`src/rtl/serial_deserializer8_pkg.sv`:
```
// rtl/serial_deserializer8_pkg.sv - shared types, constants and parity helper for the deserializer
package serial_deserializer8_pkg;

  localparam int DEFAULT_WIDTH    = 8;
  // Parity helper input width; narrower frames are zero-padded, which leaves parity unchanged.
  localparam int PARITY_MAX_WIDTH = 64;

  typedef enum logic [1:0] {
    IDLE   = 2'd0,
    SHIFT  = 2'd1,
    PARITY = 2'd2
  } state_e;

  // Even-parity bit: 1 when the vector holds an odd number of ones.
  function automatic logic even_parity(input logic [PARITY_MAX_WIDTH-1:0] v);
    return ^v;
  endfunction

endpackage

```
`src/rtl/serial_deserializer8_sipo_shift_reg.sv`:
```
// rtl/serial_deserializer8_sipo_shift_reg.sv - indexed bit-insert register with frame bit count
//   clk       : clock
//   rst       : synchronous active-high reset
//   load_en_i : store bit_i at index count_o and advance the count
//   bit_i     : serial bit to store
//   data_o    : collected bits, first bit at data_o[0]
//   count_o   : index of the next bit, wraps to 0 after WIDTH-1
module sipo_shift_reg
  import serial_deserializer8_pkg::*;
#(
  parameter int WIDTH = DEFAULT_WIDTH,
  parameter int CW    = (WIDTH > 1) ? $clog2(WIDTH) : 1
) (
  input  logic             clk,
  input  logic             rst,
  input  logic             load_en_i,
  input  logic             bit_i,
  output logic [0:WIDTH-1] data_o,
  output logic [CW-1:0]    count_o
);

  localparam logic [CW-1:0] LAST_IDX = CW'(WIDTH - 1);

  logic [0:WIDTH-1] data_q;
  logic [CW-1:0]    count_q;

  always_ff @(posedge clk) begin
    if (rst) begin
      data_q  <= '0;
      count_q <= '0;
    end else if (load_en_i) begin
      data_q[count_q] <= bit_i;
      // Each frame restarts at index 0; older bits are simply overwritten.
      count_q <= (count_q == LAST_IDX) ? '0 : count_q + CW'(1);
    end
  end

  assign data_o  = data_q;
  assign count_o = count_q;

endmodule

```
`src/rtl/serial_deserializer8.sv`:
```
// rtl/serial_deserializer8.sv - serial-in parallel-out byte assembler with holding register
//   clk, rst    : clock, synchronous active-high reset
//   sin         : serial data bit, sampled when sin_valid=1
//   q, q_valid  : held frame (first bit in q[0]) and its valid flag
//   q_ready     : downstream consumes q when q_valid && q_ready
//   parity_err  : one-cycle pulse when a frame is discarded for bad parity
//   overrun     : sticky flag for a good frame dropped while holding was full
//   overrun_clr : clears overrun
module serial_deserializer8
  import serial_deserializer8_pkg::*;
#(
  parameter int WIDTH     = DEFAULT_WIDTH,
  parameter bit PARITY_EN = 1'b1
) (
  input  logic             clk,
  input  logic             rst,
  input  logic             sin,
  input  logic             sin_valid,
  output logic [0:WIDTH-1] q,
  output logic             q_valid,
  input  logic             q_ready,
  output logic             parity_err,
  output logic             overrun,
  input  logic             overrun_clr
);

  localparam int              CW       = (WIDTH > 1) ? $clog2(WIDTH) : 1;
  localparam logic [CW-1:0]   LAST_IDX = CW'(WIDTH - 1);

  state_e state_q, state_d;

  logic [0:WIDTH-1]            shift_data;
  logic [CW-1:0]               count;
  logic                        shift_load;
  logic [0:WIDTH-1]            frame;
  logic [PARITY_MAX_WIDTH-1:0] frame_pad;
  logic                        frame_done;
  logic                        frame_good;
  logic                        hold_free;

  logic [0:WIDTH-1] q_q, q_d;
  logic             q_valid_q, q_valid_d;
  logic             perr_q, perr_d;
  logic             ovr_q, ovr_d;

  sipo_shift_reg #(
    .WIDTH (WIDTH),
    .CW    (CW)
  ) u_shift (
    .clk       (clk),
    .rst       (rst),
    .load_en_i (shift_load),
    .bit_i     (sin),
    .data_o    (shift_data),
    .count_o   (count)
  );

  // The frame completes on the edge that samples its final bit, so without a
  // parity phase the bit being stored this cycle is merged in combinationally.
  always_comb begin
    frame = shift_data;
    if (state_q != PARITY) begin
      frame[count] = sin;
    end
    frame_pad = '0;
    frame_pad[WIDTH-1:0] = frame;
  end

  always_comb begin
    state_d    = state_q;
    shift_load = 1'b0;
    frame_done = 1'b0;
    frame_good = 1'b0;
    case (state_q)
      IDLE, SHIFT: begin
        if (sin_valid) begin
          shift_load = 1'b1;
          if (count == LAST_IDX) begin
            if (PARITY_EN) begin
              state_d = PARITY;
            end else begin
              state_d    = IDLE;
              frame_done = 1'b1;
              frame_good = 1'b1;
            end
          end else begin
            state_d = SHIFT;
          end
        end
      end
      PARITY: begin
        if (sin_valid) begin
          state_d    = IDLE;
          frame_done = 1'b1;
          frame_good = ~(even_parity(frame_pad) ^ sin);
        end
      end
      default: state_d = IDLE;
    endcase
  end

  // A same-edge handshake frees the holding register for the incoming frame.
  always_comb begin
    hold_free = !q_valid_q || q_ready;
    q_d       = q_q;
    q_valid_d = q_valid_q && !q_ready;
    perr_d    = frame_done && !frame_good;
    ovr_d     = ovr_q && !overrun_clr;
    if (frame_done && frame_good) begin
      if (hold_free) begin
        q_d       = frame;
        q_valid_d = 1'b1;
      end else begin
        ovr_d = 1'b1;
      end
    end
  end

  always_ff @(posedge clk) begin
    if (rst) begin
      state_q   <= IDLE;
      q_q       <= '0;
      q_valid_q <= 1'b0;
      perr_q    <= 1'b0;
      ovr_q     <= 1'b0;
    end else begin
      state_q   <= state_d;
      q_q       <= q_d;
      q_valid_q <= q_valid_d;
      perr_q    <= perr_d;
      ovr_q     <= ovr_d;
    end
  end

  assign q          = q_q;
  assign q_valid    = q_valid_q;
  assign parity_err = perr_q;
  assign overrun    = ovr_q;

endmodule

```
`config.mk`:
```
export PLATFORM = sky130hd
export DESIGN_NAME = serial_deserializer8
export DESIGN_NICKNAME = d
export VERILOG_FILES = /design/src/rtl/serial_deserializer8_pkg.sv /design/src/rtl/serial_deserializer8_sipo_shift_reg.sv /design/src/rtl/serial_deserializer8.sv
export SDC_FILE = /design/constraint.sdc
export NUM_CORES = 1
export LEC_CHECK = 0
export ABC_AREA = 1
export CAP_MARGIN = 10
export CORE_ASPECT_RATIO = 0.6
export CORE_MARGIN = 2
export CORE_UTILIZATION = 50
export CTS_CLUSTER_DIAMETER = 120
export CTS_CLUSTER_SIZE = 25
export DETAILED_ROUTE_END_ITERATION = 7
export DONT_BUFFER_PORTS = 1
export SLEW_MARGIN = 10
export SYNTH_ARGS = -nofsm -noshare
export SYNTH_HDL_FRONTEND = slang
export SYNTH_SLANG_ARGS = --single-unit
```
`constraint.sdc`:
```
create_clock -name clk -period 2.35 [get_ports clk]
set_input_delay 0.3525 -clock clk [delete_from_list [all_inputs] [get_ports clk]]
set_output_delay 0.3525 -clock clk [all_outputs]
set_load 0.01 [all_outputs]
```
==> impl_metrics.toml <==
[layout]
seqCellArea_um2 = 483
antenna_cells = 0
final_cells = 309
finish.net_count = 276
fill_cells = 326
final_common_cell = "nand2_1"
multi_input_area_um2 = 915
drive_above_1_share_pct = 8.99
area_growth_pct = 3.80
final_cell_mix = "nand2_1, inv_1, nand3_1"

[timing]
slew_headroom_pct = 69.5
fin_setup_tns_ns = 0
fmax_ghz = 0.488
maxSlewViolCount = 0
rsz0062_at_grt = "false"
hold_viol = 0
period_needed_ns = 2.05
period_share_pct = 87.1
fin_skew_ns = 0.00208
finalSetupViolations = 0
tightest_slew_ns = 0.457

[drt]
dr_total_vias = 1542
first_pass_iters = 4
drt-vias-per-instance = 4.99
ant_nets = 0
drc = 0
wl_per_cell_um = 11.4
drtIter0Drc = 93
routed_wl_um = 3520

[floorplan]
start_util_pct = 54.4
core_mm2 = 0.00297
die_w_um = 77.3
num_rows = 15
die_area_mm2 = 0.00371
die_y_um = 48.0
ios = 17

[grt]
use_met3_pct = 5.28
antenna_found_initial = 0
track_usage_pct = 20.1
groute.layer.met2.usage_pct = 31.1
grt_pass1_wl_um = 5670
grt_pass1_vias = 1188
met1_usage_pct = 29.0
grt_max_degree = 20
grt-busiest-layer = "met2"
grt-ovfl-total = 0

[clocking]
clock-sinks = 24
cts_buffer_depth = 2
cts_made_buffers = 3
ctsHoldBuffers = 0
cts_tree = "built"
clockRootBuffer = "clkbuf_8"
cts_max_level = 1
path_clk_slew_ns = 0.09
clk_latency_ns = 0.27
post_cts_buffers = 0

[power_and_ir_drop]
sw_frac_of_total_pct = 31.0
p_per_area_mw_per_mm2 = 552
power_switching_uw = 286
internal_power_uw = 637
seqPwrFrac_pct = 47.8
pwr-share-clk_pct = 31.4
ir_drop_v = 0.000258
pwr-share-comb_pct = 20.8
leakagePower_nw = 0.911

[setup_path]
worstPathRequired_ns = 2.56
startpoint_type = "flip-flop"
worstSetupPathType = "reg -> reg"
endpoint_kind = "flip-flop"
critical_path_arrival_ns = 2.26
path_max_fanout = 16

[synthesis]
yosys_warnings = 0
syn_inst = 270
ys_seq_area_share_pct = 29.8
syn_nets = 278
synth_area_mm2 = 0.00161
synth_cell_types = 23
avgSynthCellArea_um2 = 5.97
synth_seq_cells = 24

[placed_design]
numPortBuffers = 0
gp_congestion = 0.864
dp.cells = 305
dp_hpwl_um = 2570

[min_path]
hold_class = "in -> reg"

[outcome]
status = "finished, final reports clean"

[job]
maxCapViolCount = 0
==> sequential cells by signal, summed over array words and instances, names as in the netlist <==
signal,flops
q,8
u_shift.data_o,8
u_shift.count_o,3
state_q,2
overrun,1
parity_err,1
q_valid,1
==> Yosys cell counts <==
master	count	area share [%]
a21oi_1	10	3.1
buf_2	3	0.93
buf_4	2	0.93
buf_6	4	2.8
clkbuf_1	3	0.70
dfxtp_1	24	30
ha_1	2	1.6
inv_1	31	7.2
inv_2	4	0.93
nand2_1	106	25
nand2_2	3	1.2
nand2_4	1	0.70
nand3_1	28	8.7
nand3_2	1	0.62
nand4_1	8	3.1
nand4_2	1	0.78
nand4_4	1	1.3
nor2_1	24	5.6
nor2_2	1	0.39
nor2_4	1	0.70
o211ai_1	3	1.4
o21ai_0	7	2.2
or2_0	2	0.78
==> worst max-delay path, cell delays in order (launching register included) <==
cell and delay, ns:
dfxtp_1 0.45, inv_2 0.15, nand3_1 0.09, nand2_1 0.07, nand2_1 0.08, nand2_1 0.05
nand2_1 0.10, nand2_2 0.07, nand2_1 0.07, nand2_1 0.05, nand2_1 0.10, nand2_2 0.08
nand3_2 0.12, nand4_4 0.23, nand2_1 0.12, nand2_1 0.05, nor2_1 0.10
==> what timing repair did <==
action	CTS	global route
gates resized for setup	0	2
hold endpoints to repair	0	0
setup endpoints to repair	0	8
==> power groups by stage <==
stage / Combinational [mW] / Clock (mW) / Sequential, mW
floorplan: 0.172 / 0 / 0.442
global placement: 0.193 / 0 / 0.450
detailed placement: 0.191 / 0 / 0.449
CTS: 0.192 / 0.300 / 0.440
global route: 0.220 / 0.312 / 0.444
finish: 0.192 / 0.290 / 0.441
==> routing by layer <==
metal | part of all wire [%] | routed length, um | vias to the layer above
li1 | - | - | 842
met2 | 39 | 1380 | 40
met1 | 53 | 1860 | 658
met4 | 0.23 | 8 | 0
met3 | 7.9 | 277 | 2
met5 | 0 | 0 | -
==> per-stage QoR <==
step	hold slack [ns]	setup WS (ns)	instance area (um2)	power (mW)	utilization, %
finish	0.132	0.303	1670	0.923	56.5
floorplan	0.487	0.530	1610	0.614	-
detailed placement	0.425	0.223	1620	0.640	54.5
global route	0.127	0.0325	1670	0.975	56.5
global placement	0.425	0.217	1620	0.643	54.5
CTS	0.129	0.195	1670	0.932	56.4
==> kinds of logic (layout without fill, tap and decap cells) <==
| logic type | after synthesis | count (layout) | synth area share (%) |
|---|---|---|---|
| AND/OR/NAND/NOR | 177 | 177 | 48.5 |
| buffers and inverters | 47 | 44 | 13.5 |
| flip-flops | 24 | 24 | 29.8 |
| adder cells (fa/ha/maj) | 2 | 2 | 1.55 |
| AO/OA/AOI/OAI | 20 | 20 | 6.67 |
==> final cells by class <==
class                           instances  area share (%)
Clock buffer                            4            3.29
Inverter                               35            7.85
Multi-Input combinational cell        199            54.6
Sequential cell                        24            28.8
Tap cell                               42            3.14
Timing Repair Buffer                    5            2.24
==> path summary, 6_finish.rpt <==
path                                        start                               to  slack (ns)  cells after the start
hold / removal                                rst  u_shift.count_o[1]$_SDFFE_PP0P_        0.13                      1
setup / recovery  u_shift.count_o[0]$_SDFFE_PP0P_                q[7]$_SDFFE_PP0P_        0.30                     16
setup reg to reg  u_shift.count_o[0]$_SDFFE_PP0P_                q[7]$_SDFFE_PP0P_        0.30                     16
hold reg to reg                overrun$_SDFF_PP0_               overrun$_SDFF_PP0_        0.52                      2
No activity file was read; power rests on OpenSTA's default activity.
